===== src/rtl/vsram_load_ctrl.sv =====
// rtl/vsram_load_ctrl.sv - fill-side sequencer streaming whole tiles of rows from memory into the vector SRAM
`ifndef NUM_PES
`define NUM_PES 4
`endif

module vsram_load_ctrl #(
  parameter int  NUM_ROWS   = `NUM_PES,
  parameter int  ADDR_W     = 32,
  parameter int  ROW_BYTES  = 64,
  parameter int  TILE_W     = 16,
  parameter type Q_VECTOR_T = logic [127:0],
  localparam int ROW_W      = (NUM_ROWS > 1) ? $clog2(NUM_ROWS) : 1
) (
  input  logic              clk,
  input  logic              rst_n,
  input  logic              start,
  input  logic [ADDR_W-1:0] base_addr,
  input  logic [TILE_W-1:0] num_tiles,
  output logic              busy,
  output logic              done,
  output logic              mem_req_valid,
  input  logic              mem_req_ready,
  output logic [ADDR_W-1:0] mem_req_addr,
  input  logic              mem_rsp_valid,
  input  Q_VECTOR_T         mem_rsp_data,
  output logic              vsram_write_enable,
  output Q_VECTOR_T         vsram_write_data,
  input  logic              vsram_ready,
  output logic [ROW_W-1:0]  row_idx,
  output logic [TILE_W-1:0] tile_idx
);

  typedef enum logic [2:0] {
    S_IDLE,
    S_REQ,
    S_WAIT,
    S_WRITE,
    S_DONE
  } state_t;

  state_t            state_q, state_d;
  logic              busy_q, busy_d;
  logic              done_q, done_d;
  logic              req_valid_q, req_valid_d;
  logic              we_q, we_d;
  logic [ADDR_W-1:0] cur_addr_q, cur_addr_d;
  logic [TILE_W-1:0] tiles_q, tiles_d;
  logic [ROW_W-1:0]  row_idx_q, row_idx_d;
  logic [TILE_W-1:0] tile_idx_q, tile_idx_d;
  Q_VECTOR_T         hold_q, hold_d;

  logic last_row;
  logic last_tile;

  assign last_row  = (row_idx_q == ROW_W'(NUM_ROWS - 1));
  assign last_tile = (tile_idx_q == (tiles_q - TILE_W'(1)));

  // Every output is a flop; next values depend on inputs only through the state transitions.
  always_comb begin
    state_d     = state_q;
    busy_d      = busy_q;
    done_d      = 1'b0;
    req_valid_d = req_valid_q;
    we_d        = we_q;
    cur_addr_d  = cur_addr_q;
    tiles_d     = tiles_q;
    row_idx_d   = row_idx_q;
    tile_idx_d  = tile_idx_q;
    hold_d      = hold_q;
    case (state_q)
      S_IDLE: begin
        if (start) begin
          busy_d     = 1'b1;
          row_idx_d  = '0;
          tile_idx_d = '0;
          if (num_tiles != '0) begin
            cur_addr_d  = base_addr;
            tiles_d     = num_tiles;
            req_valid_d = 1'b1;
            state_d     = S_REQ;
          end else begin
            done_d  = 1'b1;
            state_d = S_DONE;
          end
        end
      end
      S_REQ: begin
        if (mem_req_ready) begin
          req_valid_d = 1'b0;
          state_d     = S_WAIT;
        end
      end
      S_WAIT: begin
        if (mem_rsp_valid) begin
          hold_d  = mem_rsp_data;
          we_d    = 1'b1;
          state_d = S_WRITE;
        end
      end
      S_WRITE: begin
        if (vsram_ready) begin
          we_d       = 1'b0;
          cur_addr_d = cur_addr_q + ADDR_W'(ROW_BYTES);
          if (last_row) begin
            row_idx_d  = '0;
            tile_idx_d = tile_idx_q + TILE_W'(1);
          end else begin
            row_idx_d = row_idx_q + ROW_W'(1);
          end
          if (last_row && last_tile) begin
            done_d  = 1'b1;
            state_d = S_DONE;
          end else begin
            req_valid_d = 1'b1;
            state_d     = S_REQ;
          end
        end
      end
      S_DONE: begin
        busy_d  = 1'b0;
        state_d = S_IDLE;
      end
      default: begin
        busy_d      = 1'b0;
        req_valid_d = 1'b0;
        we_d        = 1'b0;
        state_d     = S_IDLE;
      end
    endcase
  end

  always_ff @(posedge clk or negedge rst_n) begin
    if (!rst_n) begin
      state_q     <= S_IDLE;
      busy_q      <= 1'b0;
      done_q      <= 1'b0;
      req_valid_q <= 1'b0;
      we_q        <= 1'b0;
      cur_addr_q  <= '0;
      tiles_q     <= '0;
      row_idx_q   <= '0;
      tile_idx_q  <= '0;
      hold_q      <= '0;
    end else begin
      state_q     <= state_d;
      busy_q      <= busy_d;
      done_q      <= done_d;
      req_valid_q <= req_valid_d;
      we_q        <= we_d;
      cur_addr_q  <= cur_addr_d;
      tiles_q     <= tiles_d;
      row_idx_q   <= row_idx_d;
      tile_idx_q  <= tile_idx_d;
      hold_q      <= hold_d;
    end
  end

  assign busy               = busy_q;
  assign done               = done_q;
  assign mem_req_valid      = req_valid_q;
  assign mem_req_addr       = cur_addr_q;
  assign vsram_write_enable = we_q;
  assign vsram_write_data   = hold_q;
  assign row_idx            = row_idx_q;
  assign tile_idx           = tile_idx_q;

endmodule


===== config.mk =====
export PLATFORM = sky130hd
export DESIGN_NAME = vsram_load_ctrl
export DESIGN_NICKNAME = d
export VERILOG_FILES = /design/src/rtl/vsram_load_ctrl.sv
export SDC_FILE = /design/constraint.sdc
export NUM_CORES = 1
export LEC_CHECK = 0
export CAP_MARGIN = 20
export CORE_MARGIN = 4
export CORE_UTILIZATION = 44
export DETAILED_ROUTE_END_ITERATION = 10
export PLACE_DENSITY_LB_ADDON = 0.08
export SETUP_SLACK_MARGIN = 0.1
export SLEW_MARGIN = 30
export SYNTH_ARGS = -nofsm -noshare
export SYNTH_HDL_FRONTEND = slang
export SYNTH_SLANG_ARGS = --single-unit

===== constraint.sdc =====
create_clock -name clk -period 3.75 [get_ports clk]
set_clock_uncertainty 0.2 [all_clocks]
set_input_delay 0.75 -clock clk [delete_from_list [all_inputs] [get_ports clk]]
set_output_delay 0.75 -clock clk [all_outputs]
set_load 0.005 [all_outputs]

==> implementation parameters, run 1 <==
Parameter                              Value

Status
  Outcome ... finished, final reports clean

Clocking
  Num CTS Buffers ... 23
  Resize count post-CTS ... 0
  Count of H-tree levels built during CTS ... 1
  Insertion delay to the later sink of the worst-skew pair ... 0.50 ns
  Clock tree root driver cell ... sky130_fd_sc_hd__clkbuf_16
  Setup fix buffers added after clock tree synthesis ... 0
  Clock tree from TritonCTS ... yes
  Clock-pin transition on the worst setup and hold timing paths ... 0.06 ns
  CTS max path bufs ... 3
  Post-CTS Hold Buffers ... 0
  Number of clock sinks seen by CTS ... 201

Setup path
  Buffers & Inverters on Critical Path ... 1
  Critical Path Max Stage Delay ... 0.51 ns
  Capture instance of the worst register-to-register path ... state_q[0]
  R2R cell count ... 8
  Signal arrival time at the worst endpoint ... 3.45 ns
  CP Capture Type ... flip-flop
  Startpoint of the most critical register-to-register path ... tiles_q[0]
  Cell with the largest stage delay on the worst path ... sky130_fd_sc_hd__or3b_2
  Chain of cells forming the critical path ... inv_1, ha_1, or3b_2, or3_1, nor4_1, nor3_1, or4_4, o31a_1
  R2R setup slack ... 0.49 ns
  Worst Setup Path Type ... reg2reg
  Maximum fanout encountered on the critical timing path ... 5
  Delay-heaviest family, CP ... simple AND/OR/NAND/NOR gates
  Startpoint kind of the worst setup timing path ... flip-flop
  CP required ... 3.94 ns

Global route
  Largest net degree at the start of global routing ... 83
  Global-route wire length before repair ... 41100 microns
  Initial antenna violation count ... 5
  Aggregate global-route resource usage ... 23.4%
  Via count of the first global-routing pass ... 7406
  GR Overflow Total ... 0

Synthesis
  Post-synthesis instance area ... 8910 sq um
  Yosys warning total ... 0
  Synth Instances ... 729
  Synth Flop Type ... sky130_fd_sc_hd__dfrtp_1
  Sequential element share of the synthesized area ... 56.5%
  Post-synth EDFFs ... 0
  Number of nets produced by synthesis ... 915
  Average size of a mapped cell ... 12.2 sq um
  Proportion of synthesized flip-flops having asynchronous set or reset ... 100%
  Distinct cells, synth ... 57
  Post-synthesis sequential element count ... 201

STA
  Rel. slew slack ... 47.9%
  Post-route setup TNS ... 0 ns
  Number of hold violations in the final report ... 0
  Final cycle utilization of the critical path ... 86.9%
  Setup repair after global routing missed its margin ... no
  Time the final worst path needs with I/O delays and setup ... 3.26 ns
  Achievable Freq ... 307 MHz
  Number of endpoints failing setup at the final stage ... 0
  Transition at the pin with the smallest max-transition slack ... 0.775 ns
  Slew Viols, Final ... 0
  Fin Hold WS ... 0.0817 ns

Route
  Number of DRC violations after detailed-routing iteration 0 ... 429
  Via-to-Cell Ratio ... 5.25
  Via count ... 7206
  Number of antenna-violating nets in the routed design ... 0
  1st-pass router iterations ... 5
  Detailed Route WL ... 27100 microns
  Detailed-route wire length per cell ... 19.8 microns
  Residual DRC count ... 0

Layout
  Fin nets ... 1280
  Growth of design area from synthesis to finish ... 52.9%
  Most frequent cells in the layout ... 362 x sky130_fd_sc_hd__clkdlybuf4s50_1, 201 x sky130_fd_sc_hd__dfrtp_1, 150 x sky130_fd_sc_hd__mux2_2
  Most common cell after layout, fill and taps aside ... sky130_fd_sc_hd__clkdlybuf4s50_1
  Share of cells above drive strength 1 ... 19.3%

Die
  Die Ht ... 150 microns
  Number of I/O pins ... 364
  Initial Utilization ... 45.2%
  Die Outline Area ... 22600 sq um
  Die W ... 150 microns
  Site row count ... 51
  Area of the core region ... 19700 sq um

Place
  Final weighted congestion in routability-driven placement ... 0.817
  Port Buffers ... 363
  Final HPWL DP ... 20300 microns

Flow run
  Max-capacitance violation count ... 0

Pwr
  Total leakage power ... 5.54 nW
  Post-route total power ... 0.0108 W
  PD cells ... 792 nW/um^2
  Maximum resistive drop on vdd ... 0.487 mV

Min path
  Class of the most critical hold timing path ... in2async
-- state kept, by name, summed over array words and instances, names as in the netlist --
signal	count
tiles_q	16
busy	1
vsram_write_enable	1
mem_req_addr	32
mem_req_valid	1
state_q	3
done	1
tile_idx	16
vsram_write_data	128
row_idx	2
-- worst reg2reg max path: cells and delay by family (launching register included) --
family                     cells  cell delay, ns
buffers and inverters          1            0.08
DFF                            1            0.42
AOI/OAI and AO/OA              1            0.29
adders and majority gates      1            0.24
and+or+nand+nor                5            1.92
-- kinds of logic after synthesis --
| logic type | synth area share, % |
|---|---|
| flops | 56.5 |
| simple gates | 9.94 |
| mux | 19.2 |
| fa+ha+maj | 0.562 |
| compound gates | 8.20 |
| buf+inv | 2.20 |
| xor+xnor | 3.44 |
-- area by class of cell --
cell class / instances / area [sq um]
Multi-Input combinational cell: 478 / 3690
Inverter: 12 / 45.0
Timing Repair Buffer: 378 / 3790
Clock buffer: 35 / 691
Tap cell: 265 / 332
Fill cell: 1506 / 6100
Clock inverter: 3 / 40.0
Antenna cell: 1 / 2.50
Sequential cell: 201 / 5030
-- worst max-delay path by stage --
stage	cells after the start	to	slack (ns)	start
after floorplan	8	state_q[0]	0.71	tiles_q[0]
after global placement	8	tile_idx[13]	0.48	start
after detailed placement	8	tile_idx[15]	0.41	start
after CTS	8	state_q[0]	0.49	tiles_q[0]
after global routing	8	state_q[0]	0.35	tiles_q[0]
final	8	state_q[0]	0.49	tiles_q[0]
-- Yosys cell counts (5+ instances only) --
cell type | number | area share, %
sky130_fd_sc_hd__dfrtp_1 | 201 | 56
sky130_fd_sc_hd__mux2_2 | 150 | 19
sky130_fd_sc_hd__nor2_1 | 45 | 1.9
sky130_fd_sc_hd__a21oi_1 | 40 | 2.2
sky130_fd_sc_hd__clkbuf_1 | 32 | 1.3
sky130_fd_sc_hd__o21ai_0 | 32 | 1.8
sky130_fd_sc_hd__nand2_1 | 28 | 1.2
sky130_fd_sc_hd__nand3_1 | 20 | 1.1
sky130_fd_sc_hd__xnor2_1 | 19 | 1.9
sky130_fd_sc_hd__nand4_1 | 16 | 1.1
sky130_fd_sc_hd__xor2_1 | 16 | 1.6
sky130_fd_sc_hd__inv_1 | 12 | 0.51
sky130_fd_sc_hd__nor4_1 | 10 | 0.70
sky130_fd_sc_hd__and3_1 | 9 | 0.63
sky130_fd_sc_hd__nor3_1 | 9 | 0.51
sky130_fd_sc_hd__a31oi_1 | 7 | 0.49
sky130_fd_sc_hd__o22ai_1 | 7 | 0.49
sky130_fd_sc_hd__o32ai_1 | 5 | 0.49
sky130_fd_sc_hd__or3_1 | 5 | 0.35
-- through the flow --
stage / utilization [%] / setup WS, ns / area [sq um] / cells
final: 69.1 / 0.491 / 13600 / 1373
after global routing: 69.1 / 0.350 / 13600 / 1373
after CTS: 69.1 / 0.493 / 13600 / 1372
after detailed placement: 65.4 / 0.407 / 12900 / 1334
after global placement: 65.3 / 0.478 / 12900 / 1334
after floorplan: - / 0.712 / 8910 / 729
-- routing by layer --
layer	GRT usage, %	wire [microns]
met5	0	62
met4	8.01	974
met3	9.36	2690
met2	39.9	13500
met1	26.8	9920
-- power by group --
| part | switching [W] | internal [W] |
|---|---|---|
| Combinational | 0.00175 | 0.00290 |
| Sequential | 0.000758 | 0.00319 |
| Clock | 0.000870 | 0.00132 |
| Total | 0.00338 | 0.00741 |
(Power assumes the default switching activity.)
==> run 2, diff against run 1 <==
--- a/config.mk
+++ b/config.mk
@@ -7,7 +7,8 @@
 export LEC_CHECK = 0
 export CAP_MARGIN = 20
 export CORE_MARGIN = 4
-export CORE_UTILIZATION = 44
+export CORE_UTILIZATION = 45
+export CTS_BUF_LIST = sky130_fd_sc_hd__clkbuf_8
 export DETAILED_ROUTE_END_ITERATION = 10
 export PLACE_DENSITY_LB_ADDON = 0.08
 export SETUP_SLACK_MARGIN = 0.1
==> run 2 against run 1 <==
Compared with the run above:
- flip-flop and latch count unchanged
- first-iteration DRC count shrank 8.9%
- critical path depth did not move
- utilization is 0.84 points higher
- wire length about the same
- final area is essentially flat
- sequential power barely moved
- power down 1.5%
==> implementation parameters, run 2 (synthesis results as in run 1) <==
Parameter                              Value

STA
  Setup repair after global routing missed its margin ... no
  Final cycle utilization of the critical path ... 86.8%
  Post-route setup TNS ... 0 ns
  Time the final worst path needs with I/O delays and setup ... 3.26 ns
  Rel. slew slack ... 44.5%
  Slew Viols, Final ... 0
  Transition at the pin with the smallest max-transition slack ... 0.825 ns
  Number of endpoints failing setup at the final stage ... 0
  Achievable Freq ... 307 MHz
  Number of hold violations in the final report ... 0
  Fin Hold WS ... 0.0698 ns

Setup path
  Worst setup startpoint ... tiles_q[0]
  Signal arrival time at the worst endpoint ... 3.47 ns
  Worst Setup Path Type ... reg2reg
  R2R setup slack ... 0.49 ns
  Capture instance of the worst register-to-register path ... state_q[0]
  Startpoint of the most critical register-to-register path ... tiles_q[0]
  CP required ... 3.96 ns
  Startpoint kind of the worst setup timing path ... flip-flop
  Maximum fanout encountered on the critical timing path ... 5
  R2R cell count ... 8
  CP Capture Type ... flip-flop

Route
  Number of DRC violations after detailed-routing iteration 0 ... 391
  Detailed-route wire length per cell ... 19.4 microns
  Residual DRC count ... 0
  Detailed Route WL ... 27100 microns
  1st-pass router iterations ... 4
  Via count ... 7350
  Number of antenna-violating nets in the routed design ... 0
  Via-to-Cell Ratio ... 5.25

Layout
  Combined flip-flop and latch cell area ... 5030 sq um
  Fin nets ... 1294
  Share of cells above drive strength 1 ... 20.5%
  Final instance area ... 13600 sq um
  Most common cell after layout, fill and taps aside ... sky130_fd_sc_hd__clkdlybuf4s50_1
  ANT cells ... 0
  Growth of design area from synthesis to finish ... 52.8%
  Most frequent cells in the layout ... 362 x sky130_fd_sc_hd__clkdlybuf4s50_1, 201 x sky130_fd_sc_hd__dfrtp_1, 150 x sky130_fd_sc_hd__mux2_2
  Final non-filler cell total ... 1399
  Multi-input gate area ... 3690 sq um
  Fill cell total of the finished layout ... 1448
  Number of flip-flops under the largest register name ... 128

Pwr
  Total leakage power ... 5.60 nW
  Post-route total power ... 0.0106 W
  PD cells ... 781 nW/um^2
  Maximum resistive drop on vdd ... 0.547 mV

Place
  Port Buffers ... 363
  Final HPWL DP ... 20200 microns
  Placed inst area ... 12900 sq um
  Final weighted congestion in routability-driven placement ... 0.807
  Placed cells ... 1334

Clocking
  Clock tree from TritonCTS ... yes
  Num CTS Buffers ... 37
  Insertion delay to the later sink of the worst-skew pair ... 0.53 ns
  Clock tree root driver cell ... sky130_fd_sc_hd__clkbuf_8
  Post-CTS Hold Buffers ... 0
  Setup fix buffers added after clock tree synthesis ... 0
  CTS max path bufs ... 3
  Number of clock sinks seen by CTS ... 201
  Count of H-tree levels built during CTS ... 2
  Resize count post-CTS ... 0
  Clock-pin transition on the worst setup and hold timing paths ... 0.06 ns

Global route
  Via count of the first global-routing pass ... 7782
  GR Overflow Total ... 0
  Largest net degree at the start of global routing ... 83
  Initial antenna violation count ... 3
  Aggregate global-route resource usage ... 24.3%
  Global-route wire length before repair ... 42100 microns

Status
  Outcome ... finished, final reports clean

Die
  Die Outline Area ... 22100 sq um
  Area of the core region ... 19500 sq um
  Initial Utilization ... 45.8%
  Die W ... 149 microns
  Number of I/O pins ... 364
  Die Ht ... 149 microns
  Site row count ... 51

Flow run
  Max-capacitance violation count ... 0

Min path
  Class of the most critical hold timing path ... in2async
run 2: area by class of cell:
class                           instances  area share (%)
Tap cell                              265            2.44
Inverter                               12           0.331
Sequential cell                       201            37.0
Clock inverter                         19           0.644
Timing Repair Buffer                  378            27.8
Multi-Input combinational cell        478            27.1
Clock buffer                           46            4.65
run 2: worst max path at each step:
stage	cells past startpoint	slack, ns	to
6_report	8	0.49	state_q[0]
5_1_grt	8	0.39	state_q[0]
4_1_cts	8	0.49	state_q[0]
3_5_place_dp	6	0.40	tiles_q[0]
3_3_place_gp	6	0.50	tiles_q[9]
2_1_floorplan	8	0.71	state_q[0]
run 2: critical path, cell delays in order (launching register included):
cell                      delay (ns)
sky130_fd_sc_hd__dfrtp_1        0.42
sky130_fd_sc_hd__inv_1          0.08
sky130_fd_sc_hd__ha_1           0.24
sky130_fd_sc_hd__or3b_2         0.51
sky130_fd_sc_hd__or3_1          0.43
sky130_fd_sc_hd__nor4_1         0.37
sky130_fd_sc_hd__nor3_1         0.11
sky130_fd_sc_hd__or4_4          0.51
sky130_fd_sc_hd__o31a_1         0.29
run 2: where the power goes:
group | switching, W | internal [W]
Combinational | 0.00175 | 0.00291
Sequential | 0.000767 | 0.00319
Clock | 0.000911 | 0.00111
run 2: per-stage QoR:
stage	setup WS (ns)	utilization, %
after global placement	0.500	66.2
final	0.494	69.9
after detailed placement	0.397	66.2
after CTS	0.493	69.9
after floorplan	0.712	-
after global routing	0.388	69.9
run 2: per-layer routing:
metal | GRT usage, % | wire [microns]
met1 | 28.2 | 10100
met2 | 40.6 | 13500
met3 | 9.29 | 2480
met4 | 9.61 | 926
met5 | 0 | 28
==> run 3, diff against run 2 <==
--- a/config.mk
+++ b/config.mk
@@ -11,6 +11,7 @@
 export CTS_BUF_LIST = sky130_fd_sc_hd__clkbuf_8
 export DETAILED_ROUTE_END_ITERATION = 10
 export PLACE_DENSITY_LB_ADDON = 0.08
+export REMOVE_ABC_BUFFERS = 1
 export SETUP_SLACK_MARGIN = 0.1
 export SLEW_MARGIN = 30
 export SYNTH_ARGS = -nofsm -noshare
==> run 3 against run 2 <==
Compared with the run above:
- utilization down 0.077 points
- worst setup slack better by 0.0031 ns
- wire length up 0.47%
- sequential power about the same
==> implementation parameters, run 3 (synthesis results as in run 1) <==
Parameter                              Value

Layout
  Share of cells above drive strength 1 ... 20.1%
  Most frequent cells in the layout ... 362 x sky130_fd_sc_hd__clkdlybuf4s50_1, 201 x sky130_fd_sc_hd__dfrtp_1, 150 x sky130_fd_sc_hd__mux2_2
  ANT cells ... 0
  Fin nets ... 1294
  Growth of design area from synthesis to finish ... 52.6%
  Most common cell after layout, fill and taps aside ... sky130_fd_sc_hd__clkdlybuf4s50_1
  Number of flip-flops under the largest register name ... 128
  Final instance area ... 13600 sq um

Die
  Die Ht ... 149 microns
  Number of I/O pins ... 364
  Site row count ... 51
  Area of the core region ... 19500 sq um
  Die W ... 149 microns
  Initial Utilization ... 45.8%
  Die Outline Area ... 22100 sq um

Clocking
  Resize count post-CTS ... 0
  Clock-pin transition on the worst setup and hold timing paths ... 0.06 ns
  Number of clock sinks seen by CTS ... 201
  Count of H-tree levels built during CTS ... 2
  Setup fix buffers added after clock tree synthesis ... 0
  Insertion delay to the later sink of the worst-skew pair ... 0.52 ns
  Clock tree root driver cell ... sky130_fd_sc_hd__clkbuf_8
  Post-CTS Hold Buffers ... 0
  CTS max path bufs ... 3
  Num CTS Buffers ... 38
  Clock tree from TritonCTS ... yes

Pwr
  Maximum resistive drop on vdd ... 0.560 mV
  PD cells ... 782 nW/um^2
  Total leakage power ... 5.59 nW

Route
  Number of DRC violations after detailed-routing iteration 0 ... 279
  Number of antenna-violating nets in the routed design ... 0
  Detailed Route WL ... 27200 microns
  Residual DRC count ... 0
  Via count ... 7283
  Via-to-Cell Ratio ... 5.22
  1st-pass router iterations ... 4
  Detailed-route wire length per cell ... 19.5 microns

Setup path
  Maximum fanout encountered on the critical timing path ... 5
  Signal arrival time at the worst endpoint ... 3.45 ns
  Cell with the largest stage delay on the worst path ... sky130_fd_sc_hd__or3b_2
  Worst Setup Path Type ... reg2reg
  Startpoint kind of the worst setup timing path ... flip-flop
  Critical Path Max Stage Delay ... 0.51 ns
  CP Capture Type ... flip-flop
  CP required ... 3.95 ns
  Chain of cells forming the critical path ... inv_1, ha_1, or3b_2, or3_1, nor4_1, nor3_1, or4_4, o31a_1
  R2R setup slack ... 0.50 ns
  Buffers & Inverters on Critical Path ... 1
  Delay-heaviest family, CP ... simple AND/OR/NAND/NOR gates

Place
  Final HPWL DP ... 20300 microns
  Final weighted congestion in routability-driven placement ... 0.875
  Placed inst area ... 12900 sq um
  Port Buffers ... 363
  Pre-CTS setup slack ... 0.292 ns

Status
  Outcome ... finished, final reports clean

STA
  Time the final worst path needs with I/O delays and setup ... 3.25 ns
  Transition at the pin with the smallest max-transition slack ... 0.722 ns
  Achievable Freq ... 307 MHz
  Number of hold violations in the final report ... 0
  Slew Viols, Final ... 0
  Rel. slew slack ... 51.5%
  Final cycle utilization of the critical path ... 86.7%
  Final worst slack ... 0.498 ns
  Setup repair after global routing missed its margin ... no
  Number of endpoints failing setup at the final stage ... 0

Global route
  Global-route wire length before repair ... 41800 microns
  Largest net degree at the start of global routing ... 79
  GR Overflow Total ... 0
  Initial antenna violation count ... 0
  Via count of the first global-routing pass ... 7662
  Aggregate global-route resource usage ... 24.0%

Min path
  Class of the most critical hold timing path ... in2async

Flow run
  Max-capacitance violation count ... 0
==> run 3: worst paths after layout <==
path	endpoint	start	cells past startpoint
worst min register to register	vsram_write_data[68]	vsram_write_data[68]	1
worst max-delay path	state_q[0]	tiles_q[0]	8
worst max register to register	state_q[0]	tiles_q[0]	8
worst min-delay path	tile_idx[14]	rst_n	1
max in group asynchronous	vsram_write_data[73]	rst_n	2
min in group clk	vsram_write_data[68]	vsram_write_data[68]	1
==> run 3: power by group <==
part / leakage, nW / internal, W / switching [W]
registers: 2.42 / 0.00319 / 0.000777
clock network: 0.425 / 0.00113 / 0.000896
logic: 2.75 / 0.00290 / 0.00174
==> run 3: cell type report <==
type / instances / area, sq um
Multi-Input combinational cell: 478 / 3690
Tap cell: 265 / 332
Inverter: 12 / 45.0
Clock buffer: 44 / 606
Fill cell: 1470 / 5870
Clock inverter: 19 / 108
Timing Repair Buffer: 377 / 3780
Sequential cell: 201 / 5030
==> run 3: worst reg2reg max path, stage by stage, from the launching register on <==
cell                      delay [ns]
sky130_fd_sc_hd__dfrtp_1        0.42
sky130_fd_sc_hd__inv_1          0.08
sky130_fd_sc_hd__ha_1           0.23
sky130_fd_sc_hd__or3b_2         0.51
sky130_fd_sc_hd__or3_1          0.43
sky130_fd_sc_hd__nor4_1         0.35
sky130_fd_sc_hd__nor3_1         0.11
sky130_fd_sc_hd__or4_4          0.51
sky130_fd_sc_hd__o31a_1         0.29
==> run 3: stage by stage <==
stage | hold slack, ns | utilization (%) | total power (W) | TNS, ns | instances
6_report | 0.0650 | 69.8 | 0.0106 | 0 | 1396
5_1_grt | 0.0904 | 69.8 | 0.0113 | 0 | 1396
4_1_cts | 0.0652 | 69.8 | 0.0108 | 0 | 1396
3_5_place_dp | 0.293 | 66.2 | 0.00865 | 0 | 1333
3_3_place_gp | 0.288 | 66.2 | 0.00856 | 0 | 1333
2_1_floorplan | 0.254 | - | 0.00588 | -102.92 | 691
==> run 3: metal layers <==
layer	vias to the layer above	global-route usage, %	part of all wire [%]
li1	3410	-	-
met1	3549	27.2	37
met2	272	41.4	51
met3	52	9.41	9.6
met4	0	8.18	3.0
met5	-	0	0
